File: config.mk
export PLATFORM = sky130hd
export DESIGN_NAME = branch_predictor
export DESIGN_NICKNAME = d
export VERILOG_FILES = /design/src/rtl/cpu_types_pkg.sv /design/src/rtl/bp_sat_ctr.sv /design/src/rtl/branch_predictor.sv
export SDC_FILE = /design/constraint.sdc
export NUM_CORES = 2
export LEC_CHECK = 0
export CORE_MARGIN = 1
export CORE_UTILIZATION = 40
export CTS_CLUSTER_DIAMETER = 50
export DETAILED_ROUTE_END_ITERATION = 8
export PLACE_DENSITY_LB_ADDON = 0.25
export SLEW_MARGIN = 25
export SYNTH_ARGS = -nofsm -noshare
export SYNTH_HDL_FRONTEND = slang
export SYNTH_SLANG_ARGS = --single-unit
File: constraint.sdc
create_clock -name CLK -period 8.2 [get_ports CLK]
set_input_delay 2.05 -clock CLK [delete_from_list [all_inputs] [get_ports CLK]]
set_output_delay 2.05 -clock CLK [all_outputs]
set_load 0.02 [all_outputs]
File: src/rtl/cpu_types_pkg.sv
// Shared CPU types: branch predictor entry layout and counter encodings.
package cpu_types_pkg;

  // Default BTB geometry; the entry tag width follows from it.
  localparam int BPRED_ENTRIES_DEFAULT = 16;
  localparam int BPRED_IDX_W_DEFAULT   = $clog2(BPRED_ENTRIES_DEFAULT);
  localparam int BPRED_TAG_W_DEFAULT   = 30 - BPRED_IDX_W_DEFAULT;

  // Reset and allocate encodings for 2-bit saturating counters.
  localparam logic [1:0] BPRED_CTR_WT  = 2'b10;  // weakly taken
  localparam logic [1:0] BPRED_CTR_WNT = 2'b01;  // weakly not-taken

  // One BTB entry at the default geometry.
  typedef struct packed {
    logic                           valid;
    logic [BPRED_TAG_W_DEFAULT-1:0] tag;
    logic [31:0]                    target;
    logic [1:0]                     ctr;
  } bpred_entry_t;

endpackage

File: src/rtl/bp_sat_ctr.sv
// Next-state function of a CTR_BITS-wide saturating up/down counter.
module bp_sat_ctr #(
  parameter int CTR_BITS = 2
) (
  input  logic [CTR_BITS-1:0] ctr_in,
  input  logic                taken,
  output logic [CTR_BITS-1:0] ctr_out
);

  // Count toward taken/not-taken, holding at the end points.
  always_comb begin
    // NOTE: ctr_out gets a default before any branch so no path leaves it unassigned (no latch).
    ctr_out = ctr_in;
    if (taken) begin
      if (ctr_in != '1) ctr_out = ctr_in + 1'b1;
    end else begin
      if (ctr_in != '0) ctr_out = ctr_in - 1'b1;
    end
  end

endmodule

File: src/rtl/branch_predictor.sv
// Direct-mapped BTB with per-entry saturating counters.
// Fetch looks up combinationally; execute reports resolved control transfers,
// updating the table and flagging mispredictions.
// Optional BPRED_PERF_EN: adds perf_lookups / perf_mispredicts counters and ports.
module branch_predictor
  import cpu_types_pkg::*;
#(
  parameter int ENTRIES  = BPRED_ENTRIES_DEFAULT,
  parameter int CTR_BITS = 2
) (
  input  logic        CLK,
  input  logic        nRST,
  input  logic        ihit,
  input  logic [31:0] if_pc,
  output logic        pred_taken,
  output logic [31:0] pred_pc,
  input  logic        upd_valid,
  input  logic [31:0] upd_pc,
  input  logic        upd_taken,
  input  logic [31:0] upd_target,
  input  logic        upd_pred_taken,
  input  logic [31:0] upd_pred_pc,
  output logic        mispredict,
  output logic [31:0] redirect_pc
`ifdef BPRED_PERF_EN
  , output logic [31:0] perf_lookups
  , output logic [31:0] perf_mispredicts
`endif
);

  localparam int IDX_W = $clog2(ENTRIES);
  localparam int TAG_W = 30 - IDX_W;

  // Weakly taken = MSB set, rest clear; weakly not-taken is one below it.
  // With CTR_BITS=1 these become 1 and 0 (a last-outcome bit).
  localparam logic [CTR_BITS-1:0] CTR_WT  = CTR_BITS'(1) << (CTR_BITS - 1);
  localparam logic [CTR_BITS-1:0] CTR_WNT = CTR_WT - 1'b1;

  logic                valid_q  [ENTRIES];
  logic [TAG_W-1:0]    tag_q    [ENTRIES];
  logic [31:0]         target_q [ENTRIES];
  logic [CTR_BITS-1:0] ctr_q    [ENTRIES];

  logic [IDX_W-1:0]    if_idx;
  logic [TAG_W-1:0]    if_tag;
  logic                lookup_hit;

  logic [IDX_W-1:0]    upd_idx;
  logic [TAG_W-1:0]    upd_tag;
  logic                upd_hit;
  logic [CTR_BITS-1:0] upd_ctr_next;

  // Fetch-side lookup: reads the table as it stands before this cycle's edge.
  assign if_idx     = if_pc[IDX_W+1:2];
  assign if_tag     = if_pc[31:IDX_W+2];
  assign lookup_hit = valid_q[if_idx] && (tag_q[if_idx] == if_tag);
  assign pred_taken = lookup_hit && ctr_q[if_idx][CTR_BITS-1];
  assign pred_pc    = pred_taken ? target_q[if_idx] : if_pc + 32'd4;

  // Execute-side resolution against what fetch assumed.
  assign upd_idx     = upd_pc[IDX_W+1:2];
  assign upd_tag     = upd_pc[31:IDX_W+2];
  assign upd_hit     = valid_q[upd_idx] && (tag_q[upd_idx] == upd_tag);
  assign mispredict  = upd_valid &&
                       ((upd_taken != upd_pred_taken) ||
                        (upd_taken && (upd_target != upd_pred_pc)));
  assign redirect_pc = upd_taken ? upd_target : upd_pc + 32'd4;

  bp_sat_ctr #(.CTR_BITS(CTR_BITS)) u_sat_ctr (
    .ctr_in  (ctr_q[upd_idx]),
    .taken   (upd_taken),
    .ctr_out (upd_ctr_next)
  );

  // Table update: train on hit, allocate on taken miss, ignore not-taken miss.
  always_ff @(posedge CLK or negedge nRST) begin
    if (!nRST) begin
      // NOTE: the table is reset entry by entry because prediction depends on every valid/ctr
      // being known after reset; this makes it flops rather than a RAM macro.
      for (int i = 0; i < ENTRIES; i++) begin
        valid_q[i]  <= 1'b0;
        tag_q[i]    <= '0;
        target_q[i] <= '0;
        ctr_q[i]    <= CTR_WNT;
      end
    end else if (upd_valid) begin
      // NOTE: non-blocking assignments here so lookups this cycle see the old contents.
      if (upd_hit) begin
        ctr_q[upd_idx] <= upd_ctr_next;
        if (upd_taken) target_q[upd_idx] <= upd_target;
      end else if (upd_taken) begin
        valid_q[upd_idx]  <= 1'b1;
        tag_q[upd_idx]    <= upd_tag;
        target_q[upd_idx] <= upd_target;
        ctr_q[upd_idx]    <= CTR_WT;
      end
    end
  end

`ifdef BPRED_PERF_EN
  // Performance counters; both wrap silently.
  always_ff @(posedge CLK or negedge nRST) begin
    if (!nRST) begin
      perf_lookups     <= '0;
      perf_mispredicts <= '0;
    end else begin
      if (ihit)       perf_lookups     <= perf_lookups + 32'd1;
      if (mispredict) perf_mispredicts <= perf_mispredicts + 32'd1;
    end
  end
`else
  // ihit only feeds the perf counters, which are not built here.
  logic unused_ihit;
  assign unused_ihit = ihit;
`endif

endmodule
==> reports/results.txt <==
status -> finished, final reports clean
sequential fraction of the synthesis area -> 0.472
Net count, final -> 3913
sequential share of power -> 0.428
crit path cell chain -> buf_8, buf_12, mux4_2, nor2b_1, a211oi_1, a21oi_1, xnor2_1, buf_4, nand3_1, or4_1, nor4_4, buf_12, mux2_2, clkdlybuf4s50_1
CP Data Required Time -> 6150 ps
grt total ovfl -> 0
Top Ports -> 200
Worst-Margin Slew -> 1110 ps
PortBufs -> 198
Unique masters post-synth -> 67
share of cells above drive strength 1 -> 0.440
std cell rows -> 131
setup TNS -> 0 ps
synthesis-to-finish area growth -> 15.8%
top cell type's share of synthesized area -> 0.464
Post-Synthesis Cells -> 3643
Setup Skew -> 38.1 ps
global-route wire length before repair -> 243000 um
Max rail drop VDD -> 0.000193 V
RSZ-0062 raised after global routing -> yes
switching pwr -> 3.98 mW
synth top area cells -> dfrtp_1 (46%), mux4_2 (17%), mux2_2 (15%)
TritonRoute pass-1 iters -> 5
CP max stage cell -> clkdlybuf4s50_1
1st-iter DRT viols -> 3066
syn_nets -> 3782
Post-Syn Area per Cell -> 14.2 um^2
later-pin clock latency in the skew report -> 760 ps
crit path launch type -> input pin
final setup vio count -> 0
fin cells -> 5607
Initial Util -> 0.404
CP delay by family, top -> buffers and inverters
Slew HR -> 0.257
Die W -> 362 um
# Max-Cap Violations -> 0
TritonCTS Buffers -> 118
initial antenna violation count -> 16
synthesized area -> 51800 um^2
largest net degree at the start of global routing -> 168
Yosys reg bits -> 976
CTS tree -> yes
power share of the clock group -> 0.375
number of synthesized flops with an enable pin -> 0
CP endpoint kind -> primary output
placeable core region -> 128000 um^2
ys async rst share -> 1.00
Leak Pwr -> 25.9 nW
Ys Warns -> 0
Residual DRC -> 0
# fillers -> 11367
Final min period -> 8150 ps
Tot Pwr -> 14.7 mW
pwr dens -> 245 nW/um^2
Synth area leader -> dfrtp_1
Die ar. -> 131000 um^2
average wire per standard cell -> 29.3 um
CP Class -> input pin to primary output
max incr delay on CP -> 570 ps
Main synth FF type -> dfrtp_1
Max Slew Vio Count -> 0
most common cell after layout, fill and taps aside -> dfrtp_1
H-Tree Depth -> 3
Clock transition at path regs -> 60 ps
Via density -> 5.87
clk buf depth -> 3
sw frac -> 0.271
Logic pwr share -> 0.197
number of global-route vias before repair -> 33914
final number of hold-violating endpoints -> 0
Detail Route Antenna Nets -> 0
CTS sink count -> 976
cell count after placement -> 5383
post-CTS setup repair buffer count -> 0
r2r setup slk -> 3870 ps
Buf+Inv Stages, Crit Path -> 5
most frequent cells in the layout -> dfrtp_1 (960), mux2_2 (710), mux4_2 (380), nand2_1 (314), clkdlybuf4s50_1 (180)
via count -> 32936
Post-Route WL -> 164000 um
Crit path top cell by count -> buf_12
Worst Path Arrival -> 6100 ps
fmax -> 123 MHz
placed cell areas -> 55800 um^2
root buf cell -> clkbuf_16
Total GRT Usage -> 0.254
gpl congestion -> 0.850
DP Wirelength -> 102000 um
crit path max fanout -> 32
P_int -> 10.7 mW
worst hold path class -> register to register
Die Y -> 362 um
design area -> 59900 um^2
Final period util -> 0.994
==> through the flow <==
stage	hold WS (ps)	worst slack [ps]	utilization
after detailed placement	458	88.8	0.436
after CTS	473	80.0	0.468
final	471	49.7	0.468
after global routing	491	-73.6	0.468
after global placement	457	71.9	0.436
after floorplan	441	735	-
==> sequential cells by signal (all words and copies together), names as in the netlist <==
name	count
ctr_q	32
tag_q	416
target_q	512
valid_q	16
==> path summary, 6_finish.rpt <==
check,startpoint,end,cells past startpoint
setup / recovery,if_pc[2],pred_pc[3],14
hold / removal,target_q[86],target_q[86],2
setup reg to reg,tag_q[109],tag_q[170],12
hold reg to reg,target_q[86],target_q[86],2
max in group asynchronous,nRST,target_q[196],2
min in group asynchronous,nRST,tag_q[334],1
==> synthesized netlist by cell type, types with 3 or more instances <==
master	number
clkbuf_1	222
nand2_1	324
xnor2_1	97
nand2b_1	3
mux2i_1	78
o311ai_0	19
nor2b_1	24
nand3_1	37
buf_4	22
o21ai_0	80
buf_6	31
nand4_1	24
mux4_2	380
nor2_8	9
and3_1	18
ha_1	5
nor4_1	7
or2_1	9
o22ai_1	6
or2_2	10
o31ai_1	19
xor2_1	47
inv_1	35
dfstp_2	16
a22oi_1	10
nand2_2	6
mux2_4	172
or4_1	4
buf_1	21
dfrtp_1	960
a211oi_1	22
a31oi_1	5
buf_2	54
o311a_1	16
mux2_2	710
nor2_1	54
nor2_2	4
a22o_1	4
nor3_1	6
a21oi_1	39
==> cell type report <==
type | count | area (um^2) | share of cell area
clock inverter | 56 | 786 | 0.0131
sequential | 976 | 24400 | 0.408
antenna | 2 | 5.00 | 0.0000835
clock buffer | 166 | 3340 | 0.0558
multi-input combinational | 2279 | 25600 | 0.426
timing repair buffer | 362 | 3500 | 0.0584
tap | 1729 | 2160 | 0.0361
inverter | 37 | 139 | 0.00232
==> power by group through the flow <==
stage               clock, mW  combinational (mW)  sequential, mW
global placement            0                2.84            6.32
floorplan                   0                2.11            6.15
detailed placement          0                2.89            6.35
finish                   5.52                2.89            6.29
global route             5.79                3.09            6.40
CTS                      5.61                2.90            6.27
==> worst register-to-register path, cell delays in order, from the launching register on <==
cell     delay (ps)
dfrtp_1         400
mux4_2          520
mux2i_1         230
xnor2_1         210
or4_1           500
o21ai_0         180
nand4_1         370
nor4_4          390
buf_12          260
buf_4           350
nor2_4          200
buf_12          240
mux2_2          320
==> repair_timing <==
item | 4_1_cts | 5_1_grt
endpoints found under the setup margin | 0 | 29
resized for setup | 0 | 1
hold buffers | 0 | 0
==> per-layer routing <==
layer / global-route usage / vias to the layer above / share of wire
met1: 0.361 / 17779 / 0.44
met2: 0.392 / 1115 / 0.46
met4: 0.0697 / 10 / 0.025
met5: 0 / - / 0.00041
met3: 0.0542 / 237 / 0.069
li1: - / 13795 / -
==> cells by family after synthesis <==
group / after synthesis / share of synthesized area
multiplexers: 1340 / 0.385
XOR/XNOR: 144 / 0.0244
AND/OR/NAND/NOR: 550 / 0.0508
buffers and inverters: 388 / 0.0358
flip-flops: 976 / 0.472
adder cells (fa/ha/maj): 7 / 0.00160
AO/OA/AOI/OAI: 238 / 0.0304
Power figures use the tool's default switching activity.
